### src/rtl/register_file_pkg.sv
// Shared types and constants for the architectural register file and its rename status.
// Used by the ROB, RS and LSB as well; tags index the reorder buffer.
package register_file_pkg;

  localparam int ROB_SIZE = 32;
  localparam int ENTRY_W  = $clog2(ROB_SIZE);
  localparam int REG_W    = 5;
  localparam int NUM_REGS = 32;
  localparam int XLEN     = 32;

  localparam logic TRUE  = 1'b1;
  localparam logic FALSE = 1'b0;

  typedef logic [ENTRY_W-1:0] entry_t;
  typedef logic [REG_W-1:0]   reg_idx_t;
  typedef logic [XLEN-1:0]    word_t;

  typedef struct packed {
    logic     valid;
    reg_idx_t rd;
    entry_t   entry;
    word_t    value;
  } commit_t;

  // A commit retires the pending producer only if it is the most recent rename.
  function automatic logic tag_match(logic busy, entry_t tag, entry_t entry);
    return busy && (tag == entry);
  endfunction

endpackage

### src/rtl/register_file_if.sv
// Issue/commit/query bundle between the pipeline and the register file.
// master drives issue, commit and query addresses; slave is the register file.
interface register_file_if;
  import register_file_pkg::*;

  logic     rdy_in;
  logic     roll_back;

  logic     issue_valid;
  reg_idx_t issue_rd;
  entry_t   issue_entry;

  logic     commit_valid;
  reg_idx_t commit_rd;
  entry_t   commit_entry;
  word_t    commit_value;

  reg_idx_t rs1_addr;
  reg_idx_t rs2_addr;
  logic     rs1_busy;
  logic     rs2_busy;
  entry_t   rs1_tag;
  entry_t   rs2_tag;
  word_t    rs1_value;
  word_t    rs2_value;

  modport master (
    output rdy_in, roll_back,
    output issue_valid, issue_rd, issue_entry,
    output commit_valid, commit_rd, commit_entry, commit_value,
    output rs1_addr, rs2_addr,
    input  rs1_busy, rs2_busy, rs1_tag, rs2_tag, rs1_value, rs2_value
  );

  modport slave (
    input  rdy_in, roll_back,
    input  issue_valid, issue_rd, issue_entry,
    input  commit_valid, commit_rd, commit_entry, commit_value,
    input  rs1_addr, rs2_addr,
    output rs1_busy, rs2_busy, rs1_tag, rs2_tag, rs1_value, rs2_value
  );

endinterface

### src/rtl/register_file_read_port.sv
// One combinational operand query port: x0 handling plus optional same-cycle commit bypass
// (enabled by REGFILE_COMMIT_BYPASS_EN).
module regfile_read_port
  import register_file_pkg::*;
(
  input  reg_idx_t                    addr,
  input  logic   [NUM_REGS-1:0]       busy_vec,
  input  entry_t [NUM_REGS-1:0]       tag_vec,
  input  word_t  [NUM_REGS-1:0]       value_vec,
`ifdef REGFILE_COMMIT_BYPASS_EN
  input  logic                        rdy,
  input  commit_t                     commit,
`endif
  output logic                        busy,
  output entry_t                      tag,
  output word_t                       value
);

  always_comb begin
    busy  = FALSE;
    tag   = '0;
    value = '0;
    if (addr != '0) begin
      busy  = busy_vec[addr];
      tag   = tag_vec[addr];
      value = value_vec[addr];
`ifdef REGFILE_COMMIT_BYPASS_EN
      // The producer this query waits on is retiring right now: forward its result.
      if (rdy && commit.valid && commit.rd == addr &&
          tag_match(busy_vec[addr], tag_vec[addr], commit.entry)) begin
        busy  = FALSE;
        value = commit.value;
      end
`endif
    end
  end

endmodule

### src/rtl/register_file.sv
// Architectural register file with per-register rename status (busy + producing ROB tag).
// Optional same-cycle commit forwarding on the query ports: REGFILE_COMMIT_BYPASS_EN.
module register_file
  import register_file_pkg::*;
(
  input  logic            clk_in,
  input  logic            rst_in,
  register_file_if.slave  bus
);

  logic   [NUM_REGS-1:0] busy_vec;
  entry_t [NUM_REGS-1:0] tag_vec;
  word_t  [NUM_REGS-1:0] value_vec;

  // x0 has no storage; its slot is hard-wired so read ports can index uniformly.
  assign busy_vec[0]  = FALSE;
  assign tag_vec[0]   = '0;
  assign value_vec[0] = '0;

  genvar gi;
  generate
    for (gi = 1; gi < NUM_REGS; gi++) begin : g_reg
      logic   busy_reg;
      entry_t tag_reg;
      word_t  value_reg;
      logic   issue_hit;
      logic   commit_hit;

      assign issue_hit  = bus.rdy_in && !bus.roll_back && bus.issue_valid &&
                          (bus.issue_rd == REG_W'(gi));
      assign commit_hit = bus.rdy_in && bus.commit_valid &&
                          (bus.commit_rd == REG_W'(gi));

      always_ff @(posedge clk_in or posedge rst_in) begin
        if (rst_in) begin
          busy_reg  <= FALSE;
          tag_reg   <= '0;
          value_reg <= '0;
        end else begin
          if (commit_hit)
            value_reg <= bus.commit_value;
          // Priority: flush, then a new rename, then retirement of the current producer.
          if (bus.rdy_in && bus.roll_back) begin
            busy_reg <= FALSE;
          end else if (issue_hit) begin
            busy_reg <= TRUE;
            tag_reg  <= bus.issue_entry;
          end else if (commit_hit && tag_match(busy_reg, tag_reg, bus.commit_entry)) begin
            busy_reg <= FALSE;
          end
        end
      end

      assign busy_vec[gi]  = busy_reg;
      assign tag_vec[gi]   = tag_reg;
      assign value_vec[gi] = value_reg;
    end
  endgenerate

`ifdef REGFILE_COMMIT_BYPASS_EN
  commit_t commit_bus;
  assign commit_bus = '{valid: bus.commit_valid, rd: bus.commit_rd,
                        entry: bus.commit_entry, value: bus.commit_value};
`endif

  regfile_read_port u_rs1 (
    .addr      (bus.rs1_addr),
    .busy_vec  (busy_vec),
    .tag_vec   (tag_vec),
    .value_vec (value_vec),
`ifdef REGFILE_COMMIT_BYPASS_EN
    .rdy       (bus.rdy_in),
    .commit    (commit_bus),
`endif
    .busy      (bus.rs1_busy),
    .tag       (bus.rs1_tag),
    .value     (bus.rs1_value)
  );

  regfile_read_port u_rs2 (
    .addr      (bus.rs2_addr),
    .busy_vec  (busy_vec),
    .tag_vec   (tag_vec),
    .value_vec (value_vec),
`ifdef REGFILE_COMMIT_BYPASS_EN
    .rdy       (bus.rdy_in),
    .commit    (commit_bus),
`endif
    .busy      (bus.rs2_busy),
    .tag       (bus.rs2_tag),
    .value     (bus.rs2_value)
  );

endmodule

### src/flat_wrapper.sv
// flat-port wrapper written by rule: the top's interface ports become plain ports
module register_file_flat import register_file_pkg::*;
  (clk_in, rst_in, bus_rdy_in, bus_roll_back, bus_issue_valid, bus_issue_rd, bus_issue_entry, bus_commit_valid, bus_commit_rd, bus_commit_entry, bus_commit_value, bus_rs1_addr, bus_rs2_addr, bus_rs1_busy, bus_rs2_busy, bus_rs1_tag, bus_rs2_tag, bus_rs1_value, bus_rs2_value);
  register_file_if bus_i ();
  input  logic clk_in;
  input  logic rst_in;
  input wire logic [$bits(bus_i.rdy_in)-1:0] bus_rdy_in;
  input wire logic [$bits(bus_i.roll_back)-1:0] bus_roll_back;
  input wire logic [$bits(bus_i.issue_valid)-1:0] bus_issue_valid;
  input wire logic [$bits(bus_i.issue_rd)-1:0] bus_issue_rd;
  input wire logic [$bits(bus_i.issue_entry)-1:0] bus_issue_entry;
  input wire logic [$bits(bus_i.commit_valid)-1:0] bus_commit_valid;
  input wire logic [$bits(bus_i.commit_rd)-1:0] bus_commit_rd;
  input wire logic [$bits(bus_i.commit_entry)-1:0] bus_commit_entry;
  input wire logic [$bits(bus_i.commit_value)-1:0] bus_commit_value;
  input wire logic [$bits(bus_i.rs1_addr)-1:0] bus_rs1_addr;
  input wire logic [$bits(bus_i.rs2_addr)-1:0] bus_rs2_addr;
  output wire logic [$bits(bus_i.rs1_busy)-1:0] bus_rs1_busy;
  output wire logic [$bits(bus_i.rs2_busy)-1:0] bus_rs2_busy;
  output wire logic [$bits(bus_i.rs1_tag)-1:0] bus_rs1_tag;
  output wire logic [$bits(bus_i.rs2_tag)-1:0] bus_rs2_tag;
  output wire logic [$bits(bus_i.rs1_value)-1:0] bus_rs1_value;
  output wire logic [$bits(bus_i.rs2_value)-1:0] bus_rs2_value;
  assign bus_i.rdy_in = bus_rdy_in;
  assign bus_i.roll_back = bus_roll_back;
  assign bus_i.issue_valid = bus_issue_valid;
  assign bus_i.issue_rd = bus_issue_rd;
  assign bus_i.issue_entry = bus_issue_entry;
  assign bus_i.commit_valid = bus_commit_valid;
  assign bus_i.commit_rd = bus_commit_rd;
  assign bus_i.commit_entry = bus_commit_entry;
  assign bus_i.commit_value = bus_commit_value;
  assign bus_i.rs1_addr = bus_rs1_addr;
  assign bus_i.rs2_addr = bus_rs2_addr;
  assign bus_rs1_busy = bus_i.rs1_busy;
  assign bus_rs2_busy = bus_i.rs2_busy;
  assign bus_rs1_tag = bus_i.rs1_tag;
  assign bus_rs2_tag = bus_i.rs2_tag;
  assign bus_rs1_value = bus_i.rs1_value;
  assign bus_rs2_value = bus_i.rs2_value;
  register_file u_core (.clk_in(clk_in), .rst_in(rst_in), .bus(bus_i));
endmodule
### config.mk
export PLATFORM = sky130hd
export DESIGN_NAME = register_file_flat
export DESIGN_NICKNAME = d
export VERILOG_FILES = /design/src/rtl/register_file_pkg.sv /design/src/rtl/register_file_if.sv /design/src/rtl/register_file_read_port.sv /design/src/rtl/register_file.sv /design/src/flat_wrapper.sv
export SDC_FILE = /design/constraint.sdc
export NUM_CORES = 2
export LEC_CHECK = 0
export ABC_AREA = 0
export CORE_ASPECT_RATIO = 2
export CORE_MARGIN = 1.5
export CORE_UTILIZATION = 38
export DETAILED_ROUTE_END_ITERATION = 16
export SYNTH_ARGS = -nofsm -noshare
export SYNTH_HDL_FRONTEND = slang
export SYNTH_SLANG_ARGS = --single-unit
### constraint.sdc
create_clock -name clk_in -period 58.8 [get_ports clk_in]
set_clock_uncertainty 0.1 [all_clocks]
set_input_delay 14.7 -clock clk_in [delete_from_list [all_inputs] [get_ports clk_in]]
set_output_delay 14.7 -clock clk_in [all_outputs]
set_load 0.02 [all_outputs]
==> metrics.txt <==
status finished, final reports clean; syn_nets 4,707; Netlist cell types 47; hold buffer count at cts 0; Ys Warns 0; first-pass GRT wire length 318,000 µm; syn_area_per_cell 14.1 µm²; CTS buffer count 106; P_int 1.54 mW; RSZ-0062 raised after global routing false; vias per cell 6.16; CP Capture Type primary output; postcts setup bufs 0; synth top area cells dfrtp_1, mux2_2, mux4_2, mux2i_1, buf_2; port bufs 143; gp weighted congestion 0.850; Worst Tran Pin Value 1.34 ns; Setup TNS Final 0 ns; Clock power frac 35.2%; Worst-Skew Late Latency 0.74 ns; Synth area leader dfrtp_1; asr flop ratio synth 100%; Core Rows 214; CTS tree built; Initial Utilization 38.3%; Post-Route WL 217,000 µm; Reg power frac 46.5%; # fillers 15,528; Yosys top cell area share 45.2%; Crit Path Category primary input to primary output; root buffer cell clkbuf_16; remaining antenna violation count 0; clock transition at the registers of the reported paths 0.07 ns; core area 170,000 µm²; Cell Pwr Density 29.6 nW/µm²; Static Leak 31.4 nW; Detailed Place HPWL 126,000 µm; Worst Path Max Fanout 63; fin. max-slew vios 0; 1st-iter DRT viols 3,093; peak supply drop 0.0222 mV; Gate Count Post-Synth 4,639; number of I/O pins 144; sequential share of the synthesized area 45.2%; most common library cells after synthesis mux2_2, dfrtp_1, mux4_2; GRT Overall Usage 25.0%; total global routing overflow 0; die height 589 µm; share of cells above drive strength 1 45.9%; Post-synth EDFFs 0; die area 174,000 µm²; most common cell in the netlist mux2_2; Largest register FFs 992; vias in the first global route 45,143; htree depth 3; Tmin final 34.54 ns; DRC violations left 0; Startpoint Class primary input; Clock Sinks 1,178; clk buf depth 3; WP data required 44.00 ns; Nets 4,571; largest net degree at the start of global routing 123; R2R Setup Slk 57.03 ns; maxcap violations 0; Final setup viols 0; Seq cells post-synth 1,178; combinational power share 18.3%; switching power 0.590 mW; Setup WS post-layout 24.26 ns; detailed-route via count 42,251; area delta synth->final 10.5%; HP Class flop to flop; dpl ws 24.13 ns; fin crit share 58.7%; post-cts resize count 0; Worst EP arrival 19.74 ns; DIE WIDTH 296 µm; final hold vios 0; first-pass iteration count of the detailed router 6; maximum clock rate 0.0290 GHz; Primary FF master, synth dfrtp_1; synthesized area 65,200 µm²; slew margin rel. 9.73%; Sw Ratio 27.7%; DR WL/cell 31.6 µm; initial antenna violation count 6
[layout by cell type, fill, tap and decap left out, types with 5 or more instances in the layout]
| master | instances |
|---|---|
| dfrtp_1 | 1178 |
| nand2b_1 | 13 |
| clkbuf_1 | 22 |
| buf_2 | 8 |
| nand4_1 | 19 |
| a31o_2 | 15 |
| clkbuf_8 | 22 |
| clkbuf_16 | 109 |
| buf_4 | 90 |
| nor4_1 | 11 |
| a221oi_1 | 39 |
| a22oi_1 | 40 |
| mux2_2 | 1271 |
| mux2i_1 | 217 |
| xor2_1 | 82 |
| a31oi_1 | 37 |
| o211ai_1 | 43 |
| clkinv_2 | 25 |
| bufinv_16 | 12 |
| nand3_1 | 20 |
| mux4_2 | 492 |
| nor2_4 | 18 |
| o221ai_1 | 25 |
| nand2_1 | 149 |
| o21ai_0 | 83 |
| nor2_1 | 92 |
| a21oi_1 | 69 |
| o22ai_1 | 7 |
| nor3_1 | 62 |
| clkdlybuf4s50_1 | 126 |
| buf_8 | 5 |
| xnor2_1 | 73 |
| nor2b_1 | 50 |
[critical path: stages]
cell and delay [ns]:
buf_8 0.54, buf_4 0.72, buf_4 0.89, buf_4 0.81
mux4_2 0.59, nand2_1 0.07, o21ai_0 0.08, a21oi_1 0.26
o221ai_1 0.25, clkdlybuf4s50_1 0.62
[cell families after synthesis]
| group | Yosys count | synth area share, % |
|---|---|---|
| multiplexers | 1980 | 42.3 |
| flip-flops | 1178 | 45.2 |
| buffers and inverters | 481 | 3.21 |
| AND/OR/NAND/NOR | 468 | 3.35 |
| AO/OA/AOI/OAI | 377 | 3.86 |
| XOR/XNOR | 155 | 2.08 |
[routing by layer]
metal | track usage [%] | up-vias | part of all wire, % | wire (µm)
met1 | 30.1 | 23020 | 38 | 82300
met5 | 0 | - | 0.016 | 34
li1 | - | 17261 | - | -
met3 | 3.14 | 516 | 4.8 | 10400
met2 | 43.6 | 1448 | 52 | 112000
met4 | 12.8 | 6 | 5.7 | 12300
[power by group through the flow]
stage	clock network, mW	registers [mW]	logic (mW)
finish	0.752	0.991	0.391
global route	0.796	1.00	0.418
CTS	0.767	0.989	0.394
detailed placement	0	1.00	0.393
global placement	0	0.998	0.386
floorplan	0	0.977	0.298
[stage by stage]
step	area [µm²]	power, mW	utilization, %	hold slack [ns]	std cells
after floorplan	65200	1.27	-	0.386	4639
after global routing	72000	2.22	42.4	0.435	6860
after detailed placement	68400	1.40	40.2	0.408	6663
final	72000	2.13	42.4	0.423	6862
after global placement	68400	1.38	40.2	0.399	6663
after CTS	72000	2.15	42.4	0.424	6859
[area by class of cell]
cell class	count	area [µm²]	area share, %
antenna	3	7.51	0.0104
inverter	3	18.8	0.0261
timing repair buffer	234	2130	2.95
clock buffer	152	3100	4.30
sequential	1178	29500	40.9
multi-input combinational	2980	33900	47.1
tap	2268	2840	3.94
clock inverter	44	571	0.792
[worst paths after layout]
kind                            cells past startpoint                          start                             end
worst max register to register                      4    u_core.g_reg[20].tag_reg[4]       u_core.g_reg[20].busy_reg
max in group asynchronous                           7                         rst_in   u_core.g_reg[12].value_reg[6]
worst max-delay path                               10                bus_rs1_addr[0]                bus_rs1_value[5]
min in group asynchronous                           2                         rst_in  u_core.g_reg[28].value_reg[28]
worst min-delay path                                1  u_core.g_reg[6].value_reg[30]   u_core.g_reg[6].value_reg[30]
worst min register to register                      1  u_core.g_reg[6].value_reg[30]   u_core.g_reg[6].value_reg[30]
Power figures use the tool's default switching activity.
==> variant (same settings) <==
The option `REGFILE_COMMIT_BYPASS_EN` is turned on by a define.
--- a/src/rtl/register_file_read_port.sv
+++ b/src/rtl/register_file_read_port.sv
@@ -1,5 +1,7 @@
 // One combinational operand query port: x0 handling plus optional same-cycle commit bypass
 // (enabled by REGFILE_COMMIT_BYPASS_EN).
+`define REGFILE_COMMIT_BYPASS_EN
+
 module regfile_read_port
   import register_file_pkg::*;
 (
Check against the original RTL: not settled (the Yosys comparison gave no result); the edit may change what the design does.
==> variant against the original RTL <==
  * Synthesized area grew 1.1%
  * Power increased by 0.37%
  * Critical path depth is the same
  * Combinational power up 5%
  * Count of clock-buffer cells in the layout increased by 7
  * Routed wire length down 1.3%
  * Setup slack lost 1.2 ns
  * Fmax decreased by 3.4%
  * Final area up 1.3%
  * Sequential cell count unchanged
  * Critical path type unchanged
==> variant: results (changes against the original RTL) <==
----------------------------------------------------
[Yosys]
  Top cells by instance count after synthesis ... 1284 x sky130_fd_sc_hd__mux2_2, 1178 x sky130_fd_sc_hd__dfrtp_1, 651 x sky130_fd_sc_hd__mux4_2, 326 x sky130_fd_sc_hd__clkbuf_1, 149 x sky130_fd_sc_hd__nor2_1 (was 1271 x sky130_fd_sc_hd__mux2_2, 1178 x sky130_fd_sc_hd__dfrtp_1, 492 x sky130_fd_sc_hd__mux4_2, 217 x sky130_fd_sc_hd__mux2i_1, 201 x sky130_fd_sc_hd__clkbuf_1)
  Post-synth cell types ... 59 (was 47)
  Post-synthesis sequential area ratio ... 0.4473 (was 0.4521)
  Synth top area cells ... sky130_fd_sc_hd__dfrtp_1 45%, sky130_fd_sc_hd__mux4_2 22%, sky130_fd_sc_hd__mux2_2 22% (was sky130_fd_sc_hd__dfrtp_1 45%, sky130_fd_sc_hd__mux2_2 22%, sky130_fd_sc_hd__mux4_2 17%)

[Critical path]
  Arrival @ worst endpoint ... 20.95 ns (was 19.74 ns)
  Worst-path maximum fanout ... 94 (was 63)
  Startpoint of the worst-slack reg-to-reg timing path ... u_core.g_reg[19].tag_reg[2]$_DFFE_PP0P_ (was u_core.g_reg[20].tag_reg[4]$_DFFE_PP0P_)
  Slowest stage delay, CP ... 0.87 ns (was 0.89 ns)
  Reg-to-reg critical path endpoint ... u_core.g_reg[19].busy_reg$_DFFE_PP0P_ (was u_core.g_reg[20].busy_reg$_DFFE_PP0P_)

[Placed design]
  Post-DP HPWL ... 126300 um (was 126400 um)
  Routability congestion estimate from global placement ... 0.9305 (was 0.8503)
  Post-Place Worst Slack ... 22.83 ns (was 24.13 ns)

[Timing]
  Transition time at the pin with the least slew margin ... 1.305 ns (was 1.344 ns)

[Detailed routing]
  Number of optimization iterations in the first detailed-route pass ... 5 (was 6)
  Post-Route M1 WL ... 81400 um (was 82330 um)
  Amount of wire on met2 after detailed routing ... 111000 um (was 111600 um)
  Amount of wire on met3 after detailed routing ... 9751 um (was 10390 um)
  Number of vias per cell after detailed routing ... 6.214 (was 6.157)

[Clocking]
  TritonCTS Buffers ... 107 (was 106)

[Global routing]
  Wire length of the first global-routing pass ... 314800 um (was 318100 um)
  Antenna violations before repair ... 2 (was 6)
  Via count of the first global-routing pass ... 44180 (was 45140)

[Min path]
  Cell depth of the worst min-delay path ... 2 (was 1)
  Hold path endpoint ... u_core.g_reg[12].busy_reg$_DFFE_PP0P_ (was u_core.g_reg[6].value_reg[30]$_DFFE_PP0P_)

[Outcome]
  Run status ... complete, no violations (unchanged)

[Power]
  Worst vdd ir ... 22.92 uV (was 22.15 uV)
  Static leakage power ... 31.53 nW (was 31.40 nW)

----------------------------------------------------
==> variant: changes by cell type after synthesis, sizes merged, moves of 39 or more <==
cell,change
a21oi,-62
nor2,+39
buf,-153
a22o,+65
mux4,+160
nand2,-107
mux2,+53
o21ai,-64
mux2i,-186
nor2b,-41
clkbuf,+125
o211ai,-40
==> variant: worst max-delay path by stage <==
| stage | startpoint | endpoint | slack, ns | depth (start not counted) |
|---|---|---|---|---|
| 2_1_floorplan | rst_in | u_core.g_reg[10].busy_reg$_DFFE_PP0P_ | 10.82 | 1 |
| 3_3_place_gp | bus_rs2_addr[0] | bus_rs2_value[1] | 22.85 | 10 |
| 3_5_place_dp | bus_rs2_addr[0] | bus_rs2_value[1] | 22.83 | 10 |
| 4_1_cts | bus_rs2_addr[0] | bus_rs2_value[1] | 22.85 | 10 |
| 5_1_grt | bus_rs2_addr[0] | bus_rs2_value[1] | 22.54 | 10 |
| 6_report | bus_rs2_addr[0] | bus_rs2_value[1] | 23.05 | 10 |
==> variant: metrics by stage <==
stage | std cells | hold WS, ns | cell area [um2] | total power (W)
after global routing | 6617 | 0.4366 | 72960 | 0.002226
after global placement | 6425 | 0.4001 | 69360 | 0.001406
after CTS | 6616 | 0.4248 | 72950 | 0.002158
after detailed placement | 6425 | 0.4107 | 69360 | 0.001419
after floorplan | 4345 | 0.3782 | 65900 | 0.001291
final | 6619 | 0.4223 | 72960 | 0.002142
==> variant: power breakdown <==
part / switching, W / internal [W]
combinational: 0.000172 / 0.000237
sequential: 0.0000830 / 0.000910
clock: 0.000326 / 0.000413
==> variant: worst max-delay path: cells and delay by family <==
kind	cells	cell delay (ns)
muxes	4	1.75
buffers and inverters	6	4.19
==> variant: area by class of cell <==
| class | instances | area [um2] |
|---|---|---|
| clock inverter | 32 | 446.7 |
| multi-input combinational | 2708 | 34790 |
| clock buffer | 159 | 3146 |
| inverter | 9 | 48.80 |
| antenna | 3 | 7.507 |
| timing repair buffer | 241 | 2180 |
| sequential | 1178 | 29480 |
| tap | 2289 | 2864 |
| fill | 15610 | 99740 |
==> variant: cell families after synthesis <==
logic type,synth area share
AOI/OAI and AO/OA,0.01836
xor gates and xnor gates,0.02299
buffers and inverters,0.02880
DFF,0.4473
muxes,0.4555
and+or+nand+nor,0.02700
==> variant: layer usage <==
metal	vias up	track usage
li1	16500	-
met1	22700	0.2923
met2	1444	0.4309
met3	482	0.02749
met4	0	0.1249
met5	-	0
